==> src/rtl/simplez_pkg.sv <==
// Shared constants for the Simplez control unit: opcodes, state codes, ALU ops.
// Latency: n/a (declarations only).
// Backpressure: n/a.
package simplez_pkg;

    typedef enum logic [2:0] {
        OP_ST   = 3'd0,
        OP_LD   = 3'd1,
        OP_ADD  = 3'd2,
        OP_BR   = 3'd3,
        OP_BZ   = 3'd4,
        OP_CLR  = 3'd5,
        OP_DEC  = 3'd6,
        OP_HALT = 3'd7
    } opcode_e;

    // Codes 6 and 7 are unused and recover to S_I0.
    typedef enum logic [2:0] {
        S_I0 = 3'd0,
        S_I1 = 3'd1,
        S_D  = 3'd2,
        S_O0 = 3'd3,
        S_O1 = 3'd4,
        S_H  = 3'd5
    } state_e;

    typedef enum logic [1:0] {
        ALU_PASS = 2'd0,
        ALU_ADD  = 2'd1,
        ALU_DEC  = 2'd2,
        ALU_CLR  = 2'd3
    } alu_op_e;

    // Full microorder word driven by the decoder.
    typedef struct packed {
        logic       lec;
        logic       esc;
        logic       eri;
        logic       era;
        logic       eac;
        logic       incp;
        logic       ecp;
        logic       scp;
        logic       sri;
        logic       sac;
        logic       stop;
        logic [1:0] alu_op;
    } uorders_t;

endpackage

==> src/rtl/simplez_ctrl_if.sv <==
// Controller <-> datapath bundle: opcode/flag/memory-ready in, microorders and state out.
// Latency: wires only.
// Backpressure: mem_rdy stalls I0/O0 only in SIMPLEZ_MEMWAIT_EN builds.
interface simplez_ctrl_if;
    logic [2:0] co;
    logic       z;
    logic       mem_rdy;
    logic       lec;
    logic       esc;
    logic       eri;
    logic       era;
    logic       eac;
    logic       incp;
    logic       ecp;
    logic       scp;
    logic       sri;
    logic       sac;
    logic [1:0] alu_op;
    logic       stop;
    logic [2:0] state;

    // master: the controller; slave: the datapath / memory side.
    modport master (
        input  co, z, mem_rdy,
        output lec, esc, eri, era, eac, incp, ecp, scp, sri, sac, alu_op, stop, state
    );
    modport slave (
        output co, z, mem_rdy,
        input  lec, esc, eri, era, eac, incp, ecp, scp, sri, sac, alu_op, stop, state
    );
endinterface

==> src/rtl/simplez_ctrl_dec.sv <==
// Microorder decoder: maps (state, co, z, mem_rdy) to the microorder word.
// Latency: purely combinational.
// Backpressure: with SIMPLEZ_MEMWAIT_EN, incp is held off until mem_rdy; otherwise mem_rdy is ignored.
module simplez_ctrl_dec
    import simplez_pkg::*;
(
    input  logic [2:0] state,
    input  logic [2:0] co,
    input  logic       z,
    input  logic       mem_rdy,
    output uorders_t   uo
);

    logic rdy;
`ifdef SIMPLEZ_MEMWAIT_EN
    assign rdy = mem_rdy;
`else
    logic unused_mem_rdy;
    assign unused_mem_rdy = mem_rdy;
    assign rdy = 1'b1;
`endif

    always_comb begin
        uo = '0;
        case (state)
            S_I0: begin
                uo.lec  = 1'b1;
                // CP advances only once the fetch has actually completed.
                uo.incp = rdy;
            end
            S_I1: uo.eri = 1'b1;
            S_D: begin
                case (opcode_e'(co))
                    OP_ST, OP_LD, OP_ADD: begin
                        uo.sri = 1'b1;
                        uo.era = 1'b1;
                    end
                    OP_BR: begin
                        uo.sri = 1'b1;
                        uo.era = 1'b1;
                        uo.ecp = 1'b1;
                    end
                    OP_BZ: begin
                        uo.era = 1'b1;
                        if (z) begin
                            uo.sri = 1'b1;
                            uo.ecp = 1'b1;
                        end else begin
                            uo.scp = 1'b1;
                        end
                    end
                    OP_CLR: begin
                        uo.eac    = 1'b1;
                        uo.alu_op = ALU_CLR;
                        uo.scp    = 1'b1;
                        uo.era    = 1'b1;
                    end
                    OP_DEC: begin
                        uo.eac    = 1'b1;
                        uo.alu_op = ALU_DEC;
                        uo.scp    = 1'b1;
                        uo.era    = 1'b1;
                    end
                    default: uo.stop = 1'b1;
                endcase
            end
            S_O0: begin
                if (opcode_e'(co) == OP_ST) begin
                    uo.sac = 1'b1;
                    uo.esc = 1'b1;
                end else if (opcode_e'(co) == OP_LD || opcode_e'(co) == OP_ADD) begin
                    uo.lec = 1'b1;
                end
            end
            S_O1: begin
                // Reload RA from CP so the next fetch addresses the next instruction.
                uo.scp = 1'b1;
                uo.era = 1'b1;
                if (opcode_e'(co) == OP_LD) begin
                    uo.eac    = 1'b1;
                    uo.alu_op = ALU_PASS;
                end else if (opcode_e'(co) == OP_ADD) begin
                    uo.eac    = 1'b1;
                    uo.alu_op = ALU_ADD;
                end
            end
            S_H:     uo.stop = 1'b1;
            default: uo = '0;
        endcase
    end

endmodule

==> src/rtl/simplez_ctrl.sv <==
// Simplez control unit: state register (falling-edge) + next-state logic; outputs from simplez_ctrl_dec.
// Latency: microorders are combinational from state/co/z; state advances on each falling clk edge.
// Backpressure: SIMPLEZ_MEMWAIT_EN makes I0/O0 wait for mem_rdy; default build ignores mem_rdy.
// Ports: clk, rstn (async active-low), bus (simplez_ctrl_if.master).
module simplez_ctrl
    import simplez_pkg::*;
(
    input  logic          clk,
    input  logic          rstn,
    simplez_ctrl_if.master bus
);

    state_e   state_q;
    state_e   state_d;
    uorders_t uo;
    uorders_t uo_g;
    logic     rdy;

`ifdef SIMPLEZ_MEMWAIT_EN
    assign rdy = bus.mem_rdy;
`else
    assign rdy = 1'b1;
`endif

    simplez_ctrl_dec u_dec (
        .state   (state_q),
        .co      (bus.co),
        .z       (bus.z),
        .mem_rdy (bus.mem_rdy),
        .uo      (uo)
    );

    always_comb begin
        state_d = S_I0;
        case (state_q)
            S_I0: state_d = rdy ? S_I1 : S_I0;
            S_I1: state_d = S_D;
            S_D: begin
                case (opcode_e'(bus.co))
                    OP_ST, OP_LD, OP_ADD: state_d = S_O0;
                    OP_HALT:              state_d = S_H;
                    default:              state_d = S_I0;
                endcase
            end
            S_O0:    state_d = rdy ? S_O1 : S_O0;
            S_O1:    state_d = S_I0;
            S_H:     state_d = S_H;
            default: state_d = S_I0;
        endcase
    end

    always_ff @(negedge clk or negedge rstn) begin
        if (!rstn) begin
            state_q <= S_I0;
        end else begin
            state_q <= state_d;
        end
    end

    // Gate with rstn so a mid-instruction reset kills esc (and everything else) at once.
    assign uo_g = rstn ? uo : '0;

    assign bus.lec    = uo_g.lec;
    assign bus.esc    = uo_g.esc;
    assign bus.eri    = uo_g.eri;
    assign bus.era    = uo_g.era;
    assign bus.eac    = uo_g.eac;
    assign bus.incp   = uo_g.incp;
    assign bus.ecp    = uo_g.ecp;
    assign bus.scp    = uo_g.scp;
    assign bus.sri    = uo_g.sri;
    assign bus.sac    = uo_g.sac;
    assign bus.alu_op = uo_g.alu_op;
    assign bus.stop   = uo_g.stop;
    assign bus.state  = state_q;

endmodule

==> src/flat_wrapper.sv <==
// flat-port wrapper written by rule: the top's interface ports become plain ports
module simplez_ctrl_flat import simplez_pkg::*;
  (clk, rstn, bus_co, bus_z, bus_mem_rdy, bus_lec, bus_esc, bus_eri, bus_era, bus_eac, bus_incp, bus_ecp, bus_scp, bus_sri, bus_sac, bus_alu_op, bus_stop, bus_state);
  simplez_ctrl_if bus_i ();
  input  logic clk;
  input  logic rstn;
  input wire logic [$bits(bus_i.co)-1:0] bus_co;
  input wire logic [$bits(bus_i.z)-1:0] bus_z;
  input wire logic [$bits(bus_i.mem_rdy)-1:0] bus_mem_rdy;
  output wire logic [$bits(bus_i.lec)-1:0] bus_lec;
  output wire logic [$bits(bus_i.esc)-1:0] bus_esc;
  output wire logic [$bits(bus_i.eri)-1:0] bus_eri;
  output wire logic [$bits(bus_i.era)-1:0] bus_era;
  output wire logic [$bits(bus_i.eac)-1:0] bus_eac;
  output wire logic [$bits(bus_i.incp)-1:0] bus_incp;
  output wire logic [$bits(bus_i.ecp)-1:0] bus_ecp;
  output wire logic [$bits(bus_i.scp)-1:0] bus_scp;
  output wire logic [$bits(bus_i.sri)-1:0] bus_sri;
  output wire logic [$bits(bus_i.sac)-1:0] bus_sac;
  output wire logic [$bits(bus_i.alu_op)-1:0] bus_alu_op;
  output wire logic [$bits(bus_i.stop)-1:0] bus_stop;
  output wire logic [$bits(bus_i.state)-1:0] bus_state;
  assign bus_i.co = bus_co;
  assign bus_i.z = bus_z;
  assign bus_i.mem_rdy = bus_mem_rdy;
  assign bus_lec = bus_i.lec;
  assign bus_esc = bus_i.esc;
  assign bus_eri = bus_i.eri;
  assign bus_era = bus_i.era;
  assign bus_eac = bus_i.eac;
  assign bus_incp = bus_i.incp;
  assign bus_ecp = bus_i.ecp;
  assign bus_scp = bus_i.scp;
  assign bus_sri = bus_i.sri;
  assign bus_sac = bus_i.sac;
  assign bus_alu_op = bus_i.alu_op;
  assign bus_stop = bus_i.stop;
  assign bus_state = bus_i.state;
  simplez_ctrl u_core (.clk(clk), .rstn(rstn), .bus(bus_i));
endmodule
==> config.mk <==
export PLATFORM = sky130hd
export DESIGN_NAME = simplez_ctrl_flat
export DESIGN_NICKNAME = d
export VERILOG_FILES = /design/src/rtl/simplez_pkg.sv /design/src/rtl/simplez_ctrl_if.sv /design/src/rtl/simplez_ctrl_dec.sv /design/src/rtl/simplez_ctrl.sv /design/src/flat_wrapper.sv
export SDC_FILE = /design/constraint.sdc
export NUM_CORES = 1
export LEC_CHECK = 0
export ABC_CLOCK_PERIOD_IN_PS = 1900
export CAP_MARGIN = 30
export CORE_AREA = 3 3 40 42
export CTS_CLUSTER_DIAMETER = 50
export DETAILED_ROUTE_END_ITERATION = 8
export DIE_AREA = 0 0 43 45
export HOLD_SLACK_MARGIN = 0.1
export PLACE_DENSITY = 0.73
export SYNTH_ARGS = -nofsm -noshare
export SYNTH_HDL_FRONTEND = slang
export SYNTH_HIERARCHICAL = 1
export SYNTH_SLANG_ARGS = --single-unit
==> constraint.sdc <==
create_clock -name clk -period 1.9 [get_ports clk]
set_clock_uncertainty 0.2 [all_clocks]
set_input_delay 0.38 -clock clk [delete_from_list [all_inputs] [get_ports clk]]
set_output_delay 0.38 -clock clk [all_outputs]
set_load 0.02 [all_outputs]
==> flow_summary.yaml <==
yosys:
  synth_top_cells_by_count: "and2_1, nor2_1, a21oi_1"
  yosys_warnings: 6
  syn_avg_cell_area_sq_um: 7.56
  synth-seq-cells: 3
  yosysMostFrequentCell: "and2_1"
  synth-edff-count: 0
  synthTopCellsByArea: "and2_1, dfrtn_1, mux2i_1"
  yosysSeqAreaShare_pct: 15.3
  async_flop_share_pct: 100
  synthFlopType: "dfrtn_1"
  synth_top_area_share_pct: 17.8
  yosysUniqueCellTypes: 29
  syn_inst: 65
  syn_nets: 72
  synth_area_sq_um: 492
  synth_area_leader_cell: "and2_1"
layout:
  syn_to_final_growth_pct: 108
  diodes: 0
  fin_area_sq_um: 1020
  largest_reg_flops: 3
  nets: 115
  instances_no_fill: 122
  layout-drive-gt1-share_pct: 67.3
critical_path:
  cp.required_ns: 1.32
  crit_start: "u_core/bus.state[1]$_DFF_NN0_"
  worstPathArrival_ns: 2.49
  r2r_cells: 5
  reg2reg_from: "u_core/bus.state[0]$_DFF_NN0_"
  path_delay_family: "simple AND/OR/NAND/NOR gates"
  worst-setup-path-type: "flop to output port"
  r2r-end: "u_core/bus.state[1]$_DFF_NN0_"
  crit_cells: 5
  worst_setup_path_end_kind: "output port"
  path_cells: "and2b_4 -> nand3b_4 -> o32ai_2 -> and2_4 -> buf_6"
  critPathMaxStageDelay_ns: 0.44
  critPathMaxFanout: 5
  crit_buf_inv: 1
  worst_path_max_delay_cell: "dfrtn_1"
  crit_end: "bus_scp"
  start_kind: "flop"
  r2r_slack_ns: 0.54
sta:
  rsz0062_at_grt: "yes"
  hold_viol_final: 0
  worst_pin_slew_ns: 0.355
  setup_viol: 18
  tns_ns: -15.98
  setup_slack_ns: -1.17
  slew_violations: 0
  relSlewSlack_pct: 76.3
grt:
  grt_pass1_wl_mm: 2.60
  grt.overflow.total: 0
  antenna_found_initial: 0
  grt_max_degree: 10
  grt_pass1_vias: 606
  grt_use_total_pct: 17.5
hold_path:
  hold_path.class: "flop to flop"
floorplan:
  fp.coreArea_sq_um: 1280
  io-pin-count: 23
  dieArea_sq_um: 1940
  rows: 13
  die_h_um: 45
  fp.dieW_um: 43
  start_util_pct: 38.3
placed_design:
  port_buffers: 21
  place_area_sq_um: 832
  hpwl_um: 997
  placed_cells: 111
  gp_congestion: 0.721
route:
  wirelength_mm: 1.62
  wl_met2_um: 849
  drc: 0
  vias: 638
  ant_nets: 0
  vias_per_cell: 5.23
  wl_met1_um: 674
  drt_iter0_markers: 5
  wl_per_cell_um: 13.2
  routed-wl-met3_um: 92
  top_layer: "met3"
  drt_pass1_iterations: 4
clock_network:
  clk_pin_slew_worst_paths_ns: 0.03
  clockBufferDepth: 2
  cts_hold_buf: 0
  cts_tree: "yes"
  clock-sinks: 3
  clock-root-buffer: "clkbuf_4"
  clkLatencyLatePin_ns: 0.25
  cts_max_level: 1
  cts_made_buffers: 3
power:
  leakage_uw: 0.000482
  power_density_nw_per_um2: 245
  p_total_uw: 251
  vdd_drop_max_mv: 0.277
run:
  max-cap-violations: 0
outcome:
  status: "complete, but fails checks"
  violations: "negative setup slack"
## where the power goes
part           internal (uW)  switching, uW  leakage (uW)
clock network           78.7           33.6     0.0000150
logic                   41.1           32.7      0.000435
registers               64.6              0     0.0000315
total                    184           66.3      0.000482
## placed cells by master, fill, tap and decap left out, types with 3 or more instances in the layout
cell and n:
nor2_1 5, and2_4 13, clkbuf_4 3, mux2i_1 3
buf_8 3, buf_4 19, dfrtn_1 3, buf_6 16
nand2_1 3
## per-stage QoR
step	util, %	setup WS (ns)	hold slack, ns
finish	79.6	-1.17	0.445
global route	79.6	-1.20	0.474
CTS	74.5	-1.15	0.424
detailed placement	64.8	-1.37	0.337
global placement	64.8	-1.33	0.327
floorplan	-	-1.04	0.321
## cell type report
cell class	count	area, sq um
Multi-Input combinational cell	56	480
Timing Repair Buffer	43	418
Fill cell	84	263
Sequential cell	3	75.1
Clock buffer	4	26.3
Tap cell	15	18.8
Inverter	1	3.75
## metal layers
layer  GRT usage [%]  vias to the layer above
met5               0                        -
met4            5.42                        0
met3            3.98                        0
met2            31.4                       20
met1            20.8                      304
li1                -                      314
## worst register-to-register path, cell delays in order (launching register included)
cell and delay [ns]:
dfrtn_1 0.43, buf_6 0.14, buf_8 0.13, a211oi_2 0.05, mux2i_1 0.18, nor2_1 0.07
## repair_timing
| action | 4_1_cts | 5_1_grt |
|---|---|---|
| hold endpoints to repair | 0 | 0 |
| setup buffers | 5 | 1 |
| setup endpoints to repair | 19 | 19 |
| gates cloned | 1 | 0 |
| gates resized for setup | 121 | 11 |
| pin swaps | 5 | 6 |
## logic make-up after synthesis
| group | share of synthesized area (%) |
|---|---|
| AO/OA/AOI/OAI | 16.5 |
| buffers and inverters | 7.38 |
| flip-flops | 15.3 |
| AND/OR/NAND/NOR | 52.9 |
| multiplexers | 6.11 |
| XOR/XNOR | 1.78 |
## worst min-delay path by stage
stage	slack, ns	depth (start not counted)	start	to
finish	0.44	3	u_core/bus.state[2]$_DFF_NN0_	u_core/bus.state[1]$_DFF_NN0_
global placement	0.33	2	u_core/bus.state[2]$_DFF_NN0_	u_core/bus.state[1]$_DFF_NN0_
global route	0.47	3	u_core/bus.state[2]$_DFF_NN0_	u_core/bus.state[1]$_DFF_NN0_
floorplan	0.32	1	u_core/bus.state[2]$_DFF_NN0_	u_core/bus.state[1]$_DFF_NN0_
CTS	0.42	3	u_core/bus.state[2]$_DFF_NN0_	u_core/bus.state[1]$_DFF_NN0_
detailed placement	0.34	2	u_core/bus.state[2]$_DFF_NN0_	u_core/bus.state[1]$_DFF_NN0_
Note: power is estimated with default switching activity, not from simulation.
